--- config.mk ---
export PLATFORM = sky130hd
export DESIGN_NAME = register_arbiter
export DESIGN_NICKNAME = d
export VERILOG_FILES = /design/src/rtl/register_arbiter.sv
export SDC_FILE = /design/constraint.sdc
export NUM_CORES = 1
export LEC_CHECK = 0
export CAP_MARGIN = 20
export CORE_ASPECT_RATIO = 0.7
export CORE_MARGIN = 10
export CORE_UTILIZATION = 33
export DETAILED_ROUTE_END_ITERATION = 10
export PLACE_DENSITY = 0.76
export SYNTH_ARGS = -nofsm -noshare
export SYNTH_HDL_FRONTEND = slang
export SYNTH_SLANG_ARGS = --single-unit
--- constraint.sdc ---
create_clock -name clk -period 2.34 [get_ports clk]
set_clock_uncertainty 0.2 [all_clocks]
set_input_delay 0.468 -clock clk [delete_from_list [all_inputs] [get_ports clk]]
set_output_delay 0.468 -clock clk [all_outputs]
set_load 0.03 [all_outputs]
--- src/rtl/register_arbiter.sv ---
// Round-robin arbiter giving four requesters write access to one shared register,
// using a 4-phase req/ack handshake.
//
//   state | meaning
//   IDLE  | no owner; arbitrate among pending requests
//   WRITE | winner's latched data presented with reg_load high for one cycle
//   ACK   | ack to winner held until it drops its request
module register_arbiter #(
  parameter int WIDTH = 16
) (
  input  logic             clk,
  input  logic             reset,
  input  logic [3:0]       req,
  input  logic [WIDTH-1:0] data0,
  input  logic [WIDTH-1:0] data1,
  input  logic [WIDTH-1:0] data2,
  input  logic [WIDTH-1:0] data3,
  output logic [3:0]       grant,
  output logic [3:0]       ack,
  output logic [WIDTH-1:0] reg_in,
  output logic             reg_load,
  output logic             busy
);

  typedef enum logic [1:0] {
    IDLE  = 2'd0,
    WRITE = 2'd1,
    ACK   = 2'd2
  } state_t;

  state_t           state_q, state_d;
  logic [3:0]       grant_q, grant_d;
  logic [3:0]       ack_q, ack_d;
  logic [1:0]       ptr_q, ptr_d;
  logic [WIDTH-1:0] data_q, data_d;

  logic             win_found;
  logic [1:0]       win_idx;
  logic [1:0]       cand_idx;
  logic [WIDTH-1:0] win_data;
  logic             owner_req;

  // Search starts at ptr and wraps, so the last winner gets lowest priority.
  always_comb begin
    win_found = 1'b0;
    win_idx   = ptr_q;
    cand_idx  = ptr_q;
    for (int i = 0; i < 4; i++) begin
      cand_idx = ptr_q + 2'(i);
      if (!win_found && req[cand_idx]) begin
        win_found = 1'b1;
        win_idx   = cand_idx;
      end
    end
  end

  always_comb begin
    case (win_idx)
      2'd0:    win_data = data0;
      2'd1:    win_data = data1;
      2'd2:    win_data = data2;
      default: win_data = data3;
    endcase
  end

  assign owner_req = |(req & grant_q);

  always_comb begin
    state_d = state_q;
    grant_d = grant_q;
    ack_d   = ack_q;
    ptr_d   = ptr_q;
    data_d  = data_q;
    case (state_q)
      IDLE: begin
        if (win_found) begin
          state_d = WRITE;
          grant_d = 4'b0001 << win_idx;
          ptr_d   = win_idx + 2'd1;
          data_d  = win_data;
        end
      end
      WRITE: begin
        state_d = ACK;
        ack_d   = grant_q;
      end
      ACK: begin
        if (!owner_req) begin
          state_d = IDLE;
          grant_d = 4'b0000;
          ack_d   = 4'b0000;
        end
      end
      default: begin
        state_d = IDLE;
        grant_d = 4'b0000;
        ack_d   = 4'b0000;
      end
    endcase
  end

  always_ff @(posedge clk or posedge reset) begin
    if (reset) begin
      state_q <= IDLE;
      grant_q <= 4'b0000;
      ack_q   <= 4'b0000;
      ptr_q   <= 2'd0;
      data_q  <= '0;
    end else begin
      state_q <= state_d;
      grant_q <= grant_d;
      ack_q   <= ack_d;
      ptr_q   <= ptr_d;
      data_q  <= data_d;
    end
  end

  // reg_load decodes from state so reset removes it without waiting for a clock.
  assign grant    = grant_q;
  assign ack      = ack_q;
  assign reg_in   = data_q;
  assign reg_load = (state_q == WRITE);
  assign busy     = (state_q != IDLE);

endmodule
# Yosys cells after proc, flatten, opt, wreduce, memory -nomap -nowiden
# Index checks and enable logic that the tools add are counted.
[classes] shifts=1 n_mux=23 addsub=4 eq_ne=6 bitwise_logic=3 n_lt_le_gt_ge=4 reduce_logical=14
[op_table] cell="case mux 16 bit (3 select lines)" n=1
[op_table] cell="case mux 4 bit (3 select lines)" n=2
[op_table] cell="< comparator 2 x 3 -> 1 bit, second input constant" n=4
[op_table] cell="two-way mux 2 bit" n=5
[op_table] cell="binary-select mux 1 bit (select 2 bit)" n=4
[op_table] cell="two-way mux 1 bit" n=8
[op_table] cell="two-way mux 4 bit" n=2
[op_table] cell="case mux 2 bit (3 select lines)" n=1
[op_table] cell="AND reduction 2 bit" n=3
[op_table] cell="adder 2 x 1 -> 2 bit, second input constant" n=2
[op_table] cell="adder 2 bit, second input constant" n=2
[op_table] cell="bitwise AND 4 bit" n=1
[op_table] cell="equality test 2 x 1 -> 1 bit, second input constant" n=2
[op_table] cell="equality test 2 bit, second input constant" n=2
[op_table] cell="logical NOT 2 bit" n=2
[op_table] cell="!= test 2 bit, second input constant" n=2
[op_table] cell="OR reduction 4 bit" n=1
[op_table] cell="left shift 1 x 2 -> 4 bit, first input constant" n=1
[op_table] cell="logical AND 1 bit" n=3
[op_table] cell="logical NOT 1 bit" n=3
[op_table] cell="AND reduction 3 bit" n=1
[op_table] cell="NOT 1 bit" n=2
[op_table] cell="nonzero test 2 bit" n=1
[word_totals] elab_cells=60 in_bits=70 output_inout_bits=26 regBits=28

# Depth between registers and ports, before layout
# Gate-level depths: netlist of run 1.
[depth] word_depth=15 ltp_mapped=11 ltp_nobuf=9

# Worst setup path before layout of run 1
# OpenSTA, ideal clock, no wires.
[synth_timing] kind="input -> register" start="input req[0]" end="register data_q[0] (netlist: reg_in[0])" setup_time_ns=0.121 arrival_time_ns=2.311 slack_ns=-0.291 path_stages=10 n_path_buf=2 t_required_ns=2.019 cell_sequence="nor2b_1 -> o41ai_1 -> inv_1 -> ha_1 -> clkbuf_1 -> buf_2 -> a222oi_1 -> nand2_1 -> o21ai_0 -> o21ai_2"
[synth_via] elab_chain_len=14 elab_cells_between_ends=26 cone_classes="2 x eq/ne; 16 x mux; 8 x reduce/logical"
[synth_rtl] item="start: declaration" line_no="13" source="input logic [3:0] req,"
[synth_rtl] item="binary-select mux 1 bit (select 2 bit)" line_no="50" source="if (!win_found && req[cand_idx]) begin"
[synth_rtl] item="two-way mux 1 bit (not written as such)" line_no="50"
[synth_rtl] item="two-way mux 1 bit" line_no="50"
[synth_rtl] item="logical NOT 1 bit" line_no="50"
[synth_rtl] item="logical AND 1 bit" line_no="50"
[synth_rtl] item="two-way mux 1 bit" line_no="50"
[synth_rtl] item="logical NOT 1 bit" line_no="50"
[synth_rtl] item="logical AND 1 bit" line_no="50"
[synth_rtl] item="two-way mux 1 bit" line_no="50"
[synth_rtl] item="logical NOT 1 bit" line_no="50"
[synth_rtl] item="logical AND 1 bit" line_no="50"
[synth_rtl] item="two-way mux 2 bit" line_no="50"
[synth_rtl] item="equality test 2 bit, or another cell as far along" line_no="58" source="case (win_idx)"
[synth_rtl] item="case mux 16 bit (3 select lines)" line_no="58"
[synth_rtl] item="end signal: assignment" line_no="114" source="data_q <= data_d;"
[synth_rtl] item="end: declaration" line_no="35" source="logic [WIDTH-1:0] data_q, data_d;"
# Parallel ways exist; a longest one is shown, timed or not. The select of a mux whose other input is x is not followed.
# A chain may end at the register's enable or synchronous reset.

# Worst setup path in the final report of run 1
[layout_timing] start="register ptr_q[0]" end="register data_q[11] (netlist: reg_in[11])"
[layout_via] elab_chain_len=14 elab_cells_between_ends=29 cone_classes="3 x add/sub; 2 x eq/ne; 16 x mux; 8 x reduce/logical"
[layout_rtl] item="start: declaration" line_no="34" source="logic [1:0] ptr_q, ptr_d;"
[layout_rtl] item="start signal: assignment" line_no="113" source="ptr_q <= ptr_d;"
[layout_rtl] item="parallel branches: the longest is 14 deep, another holds adder 2 x 1 -> 2 bit"
# Parallel ways; which one is timed is not known. The select of a mux whose other input is x is not followed.

==> results of run 1 <==
[area by class of cell]
| type | instances | area share, % |
|---|---|---|
| Multi-Input combinational cell | 128 | 29.36 |
| Sequential cell | 28 | 23.80 |
| Clock buffer | 3 | 1.400 |
| Inverter | 5 | 0.8061 |
| Timing Repair Buffer | 122 | 42.30 |
| Tap cell | 55 | 2.333 |
[synthesized netlist by cell type, types with 2 or more instances]
cell	count	area share (%)
a21oi_1	6	1.9
a222oi_1	16	10
a22o_1	4	2.2
a22oi_1	2	0.96
buf_2	3	0.96
buf_6	3	2.2
clkbuf_1	7	1.7
dfrtp_1	28	45
ha_1	5	4.0
inv_1	4	0.96
nand2_1	43	10
nor2b_1	6	2.4
o21ai_0	18	5.7
o21ai_1	13	4.1
o21ai_2	3	1.7
or2_1	2	0.80
[per-layer routing]
| metal | part of all wire, % | track usage (%) | routed length, microns | vias to the layer above |
|---|---|---|---|---|
| met1 | 43 | 17.12 | 2477 | 765 |
| li1 | - | - | - | 876 |
| met5 | 0 | 0 | 0 | - |
| met2 | 46 | 23.08 | 2618 | 82 |
| met4 | 0.56 | 2.528 | 32 | 0 |
| met3 | 11 | 6.460 | 603 | 4 |
[kinds of logic (layout without fill, tap and decap cells)]
group,after synthesis,in the layout
fa+ha+maj,5,5
compound gates,67,67
simple gates,56,56
buf+inv,19,130
flops,28,28
[path summary, 6_finish.rpt]
| kind | to | slack [ns] |
|---|---|---|
| worst min register to register | reg_in[8]$_DFFE_PP0P_ | 0.29 |
| min in group asynchronous | reg_in[1]$_DFFE_PP0P_ | 0.34 |
| worst max register to register | reg_in[11]$_DFFE_PP0P_ | 0.03 |
| worst min-delay path | reg_in[8]$_DFFE_PP0P_ | 0.29 |
| worst max-delay path | reg_in[11]$_DFFE_PP0P_ | 0.03 |
| max in group asynchronous | ptr_q[0]$_DFFE_PP0P_ | 1.31 |
[power groups by stage]
stage               combinational [uW]  clock (uW)  sequential, uW
floorplan                         1160           0            1220
global placement                  2390           0             864
detailed placement                2440           0             875
CTS                               2610         268             867
global route                      2950         285             901
finish                            2700         254             868
[state kept, by name, indices dropped and copies added (netlist names)]
signal and flops:
state_q 2, reg_in 16, grant 4, ack 4, ptr_q 2
[worst min-delay path: cells and delay by family (launching register included)]
family,cells,cell delay [ns]
AOI/OAI and AO/OA,1,0.06
DFF,1,0.35
and+or+nand+nor,1,0.05
[timing repair]
action,4_1_cts,5_1_grt
setup endpoints to repair,16,16
pin swaps,13,17
gates resized for setup,27,21
setup buffers,7,3
[per-stage QoR]
stage / util (%) / power, uW / setup TNS (ns) / std cells
finish: 66.21 / 3823 / 0 / 341
detailed placement: 61.24 / 3311 / -8.683 / 329
global placement: 61.24 / 3249 / -7.965 / 329
floorplan: - / 2375 / -0.005979 / 175
CTS: 64.41 / 3742 / 0 / 338
global route: 66.21 / 4138 / -0.7008 / 341
==> metrics.md, run 1 <==
| Metric | Value |
|---|---|
| Vias per cell | `5.065` |
| H-tree depth | `1` |
| Commonest non-fill, non-tap cell in the layout | `clkdlybuf4s50_1` |
| Vias in the first global route | `1,865` |
| CP endpoint kind | `flip-flop` |
| Fin area | `2949 sq um` |
| Worst stage delay on the critical path | `0.46 ns` |
| Hold Startpoint | `reg_in[8]$_DFFE_PP0P_` |
| Max-cap viol count | `0` |
| Period minus WS final | `2.312 ns` |
| Critical Path Start Type | `flip-flop` |
| Core footprint | `4454 sq um` |
| Post-route setup slack | `0.02777 ns` |
| Pre-CTS setup slack | `-0.5926 ns` |
| Int Power | `2124 uW` |
| Worst Path Required | `2.30 ns` |
| Post-synthesis simple-gate area fraction | `15.46%` |
| Register share of total power | `22.7%` |
| Total routed wirelength | `5731 microns` |
| Clk Latency, worst-skew pair | `0.27 ns` |
| Post-DP HPWL | `4523 microns` |
| Reg-to-Reg Start | `ptr_q[0]$_DFFE_PP0P_` |
| Clock Sinks | `28` |
| Die area | `7962 sq um` |
| Warnings from Yosys | `0` |
| Leak pwr | `0.001264 uW` |
| Final setup violation count | `0` |
| Reg clk slew, reported paths | `0.08 ns` |
| Multi-input gate area | `865.8 sq um` |
| Switch Pwr | `1700 uW` |
| Fin. max-slew vios | `0` |
| Synth Area in Compound Gates | `29.40%` |
| Pre-antenna DRT Iters | `5` |
| Peak VDD IR | `0.4940 mV` |
| Clock share of power | `6.6%` |
| Syn Inst Count | `175` |
| Levels on crit path | `9` |
| Post-layout net count | `363` |
| PD cells | `1296 nW/um^2` |
| Instance area at placement | `2728 sq um` |
| EDFF count, synth | `0` |
| Slew HR | `76.86%` |
| WHS | `0.2877 ns` |
| CTS Root Cell | `clkbuf_8` |
| Post-Synth XOR/XNOR Area | `0%` |
| Antenna violations before repair | `0` |
| # hold bufs at CTS | `0` |
| Worst EP arrival | `2.27 ns` |
| Grt ovf | `0` |
| Most frequent cells in the layout | `clkdlybuf4s50_1 (91), nand2_1 (43), dfrtp_1 (27)` |
| Final ANT Viol Nets | `0` |
| Combinational family with the most area after synthesis | `compound AO/OA/AOI/OAI gates` |
| Synthesized Nets | `250` |
| Io pins | `96` |
| Yosys reg bits | `28` |
| Via Count | `1,727` |
| Worst-path maximum fanout | `4` |
| First-pass GRT wire length | `9177 microns` |
| Row count | `20` |
| Crit path launch | `ptr_q[0]$_DFFE_PP0P_` |
| Top_reg_cell synth | `dfrtp_1` |
| Worst hold path depth | `2` |
| Die height | `77.72 microns` |
| Syn Std Cell Area | `1570 sq um` |
| Most used cell, CP | `o21ai_1` |
| Total GRT Usage | `14.26%` |
| Worst-path cell chain | `nor3b_2 > o311a_1 > buf_6 > ha_4 > buf_12 > a222oi_1 > nand2_1 > o21ai_1 > o21ai_1` |
| Comb pwr share | `70.6%` |
| 1st-iter DRT viols | `100` |
| Die Width | `102.4 microns` |
| Async set-or-reset flop fraction in the synthesized netlist | `100.0%` |
| Unrepaired setup endpoints after global routing | `yes` |
| Adder-cell area share of the yosys netlist | `3.984%` |
| Cell depth of the worst flop-to-flop path | `9` |
| Routed length per placed instance | `16.81 microns` |
| Register area | `701.9 sq um` |
| Fillers | `365` |
| Ant diodes | `0` |
| Sequential area share after synthesis | `44.62%` |
| Share of post-route cells with drive strength above 1 | `18.53%` |
| CTS max path bufs | `2` |
| Final Cycle Share | `98.81%` |
| Cts bufs inserted | `3` |
| Remaining DRCs | `0` |
| I/O Buffers | `95` |
| Cell family with most CP delay | `compound AO/OA/AOI/OAI gates` |
| Synth-to-Final Area Change | `87.81%` |
| Pin count of the biggest net entering global routing | `33` |
| Starting Density | `35.25%` |
| Switching share of power | `44.46%` |
| Worst Hold Class | `reg2reg` |
| Routability Congestion | `0.7733` |
| F_max | `0.4325 GHz` |
| Post-Syn Area per Cell | `8.973 sq um` |
| Crit path buf inv count | `2` |
| Final Hold Viols | `0` |
| Slew @ Worst Pin | `0.3455 ns` |
| CTS tree | `yes` |
| Slowest-stage cell, CP | `dfrtp_2` |
| Multiplexer area fraction after synthesis | `0%` |
| CP Class | `reg2reg` |
| Yosys cell types | `28` |
| Status | `complete, no violations` |
No activity file was read; power rests on OpenSTA's default activity.
==> inputs of run 2 (changes only) <==
Settings changed: SLEW_MARGIN set to 40.
==> results of run 2 <==
The final DEF is identical to that of run 1; final timing and power are the same.
==> inputs of run 3 (changes only) <==
Settings changed: CTS_CLUSTER_SIZE set to 40, MAX_ROUTING_LAYER set to met4.
==> run 3 against run 2 <==
Against the previous run:
- core utilization stayed put
- critical path depth stayed put
- die area stayed put
- sequential share of layout area stayed put
==> metrics.md, run 3 (synthesis results as in run 1) <==
| Metric | Value |
|---|---|
| Post-layout net count | `363` |
| Leak pwr | `0.001264 uW` |
| Total routed wirelength | `5725 microns` |
| Antenna violations before repair | `0` |
| 1st-iter DRT viols | `105` |
| Vias per cell | `5.032` |
| Most frequent cells in the layout | `clkdlybuf4s50_1 (91), nand2_1 (43), dfrtp_1 (27)` |
| CTS Root Cell | `clkbuf_8` |
| Peak VDD IR | `0.4928 mV` |
| F_max | `0.4319 GHz` |
| Via Count | `1,716` |
| Unrepaired setup endpoints after global routing | `yes` |
| Die height | `77.72 microns` |
| First-pass GRT wire length | `9156 microns` |
| Critical Path Start Type | `flip-flop` |
| I/O Buffers | `95` |
| Max-cap viol count | `0` |
| Worst Path Required | `2.30 ns` |
| Worst-path maximum fanout | `4` |
| Slew @ Worst Pin | `0.3546 ns` |
| Commonest non-fill, non-tap cell in the layout | `clkdlybuf4s50_1` |
| Placed Cells | `329` |
| Worst Hold Class | `reg2reg` |
| CTS max path bufs | `2` |
| Fillers | `365` |
| Fin cells | `341` |
| Routed length per placed instance | `16.79 microns` |
| WHS | `0.2875 ns` |
| Status | `complete, no violations` |
| Max reg flops | `16` |
| Die Width | `102.4 microns` |
| PD cells | `1297 nW/um^2` |
| CP Class | `reg2reg` |
| Post-route setup slack | `0.02488 ns` |
| Clock Sinks | `28` |
| Cell family with most CP delay | `compound AO/OA/AOI/OAI gates` |
| Die area | `7962 sq um` |
| Crit path buf inv count | `2` |
| Core footprint | `4454 sq um` |
| Clk Latency, worst-skew pair | `0.27 ns` |
| Pre-antenna DRT Iters | `5` |
| Final Cycle Share | `98.94%` |
| Pin count of the biggest net entering global routing | `33` |
| Most used cell, CP | `o21ai_1` |
| CTS tree | `yes` |
| CP endpoint kind | `flip-flop` |
| Worst-path cell chain | `nor3b_2 > o311a_1 > buf_6 > ha_4 > buf_12 > a222oi_1 > nand2_1 > o21ai_1 > o21ai_1` |
| Vias in the first global route | `1,868` |
| Io pins | `96` |
| Pre-CTS setup slack | `-0.5926 ns` |
| Synth-to-Final Area Change | `87.81%` |
| Period minus WS final | `2.315 ns` |
| Grt ovf | `0` |
| Total GRT Usage | `14.68%` |
| Cts bufs inserted | `3` |
| Slowest-stage cell, CP | `dfrtp_2` |
| Register area | `701.9 sq um` |
| Multi-input gate area | `865.8 sq um` |
| Fin. max-slew vios | `0` |
| Routability Congestion | `0.7837` |
| Share of post-route cells with drive strength above 1 | `18.53%` |
| Row count | `20` |
| Worst EP arrival | `2.28 ns` |
| Worst stage delay on the critical path | `0.46 ns` |
| Reg clk slew, reported paths | `0.08 ns` |
| Final Hold Viols | `0` |
| Ant diodes | `0` |
| Starting Density | `35.25%` |
| H-tree depth | `1` |
| Remaining DRCs | `0` |
| # hold bufs at CTS | `0` |
| Final setup violation count | `0` |
| Final ANT Viol Nets | `0` |
| Levels on crit path | `9` |
| Slew HR | `76.36%` |
| Worst hold path depth | `2` |
| Post-DP HPWL | `4523 microns` |
| Cell depth of the worst flop-to-flop path | `9` |
==> run 3: stage by stage <==
| step | area [sq um] | setup TNS, ns | util [%] | total power [uW] |
|---|---|---|---|---|
| 2_1_floorplan | 1647 | -0.005979 | - | 2375 |
| 5_1_grt | 2949 | -0.7011 | 66.21 | 4137 |
| 3_5_place_dp | 2728 | -8.683 | 61.24 | 3311 |
| 3_3_place_gp | 2728 | -7.965 | 61.24 | 3249 |
| 6_report | 2949 | 0 | 66.21 | 3824 |
| 4_1_cts | 2869 | 0 | 64.41 | 3742 |
==> run 3: area by class of cell <==
type	count	area share (%)
Clock buffer	3	1.400
Inverter	5	0.8061
Tap cell	55	2.333
Timing Repair Buffer	122	42.30
Sequential cell	28	23.80
Multi-Input combinational cell	128	29.36
==> run 3: final timing paths <==
path,start,endpoint,slack [ns]
min in group asynchronous,reset,reg_in[1]$_DFFE_PP0P_,0.34
hold reg to reg,reg_in[8]$_DFFE_PP0P_,reg_in[8]$_DFFE_PP0P_,0.29
setup reg to reg,ptr_q[0]$_DFFE_PP0P_,reg_in[11]$_DFFE_PP0P_,0.02
max in group asynchronous,reset,ptr_q[0]$_DFFE_PP0P_,1.31
hold / removal,reg_in[8]$_DFFE_PP0P_,reg_in[8]$_DFFE_PP0P_,0.29
setup / recovery,ptr_q[0]$_DFFE_PP0P_,reg_in[11]$_DFFE_PP0P_,0.02
==> run 3: report_power, final <==
part           internal (uW)  total [uW]  leakage, uW  switching (uW)
sequential               713         868     0.000355             155
clock                    116         255    0.0000216             139
combinational           1300        2700     0.000888            1410
total                   2120        3820      0.00126            1700
==> run 3: worst register-to-register path: stages, from the launching register on <==
cell      delay [ns]
dfrtp_2         0.46
nor3b_2         0.17
o311a_1         0.33
buf_6           0.14
ha_4            0.18
buf_12          0.13
a222oi_1        0.34
nand2_1         0.10
o21ai_1         0.09
o21ai_1         0.07
==> run 3: metal layers <==
metal / GRT usage (%) / routed length [microns]
met1: 18.77 / 2746
met2: 23.08 / 2610
met3: 3.628 / 335
met4: 2.528 / 32
met5: - / 0
==> run 3: repair_timing <==
action | CTS | global route
setup buffers | 7 | 3
endpoints found under the setup margin | 16 | 16
gates resized for setup | 27 | 21
gates cloned | 0 | 0
pin swaps | 13 | 17
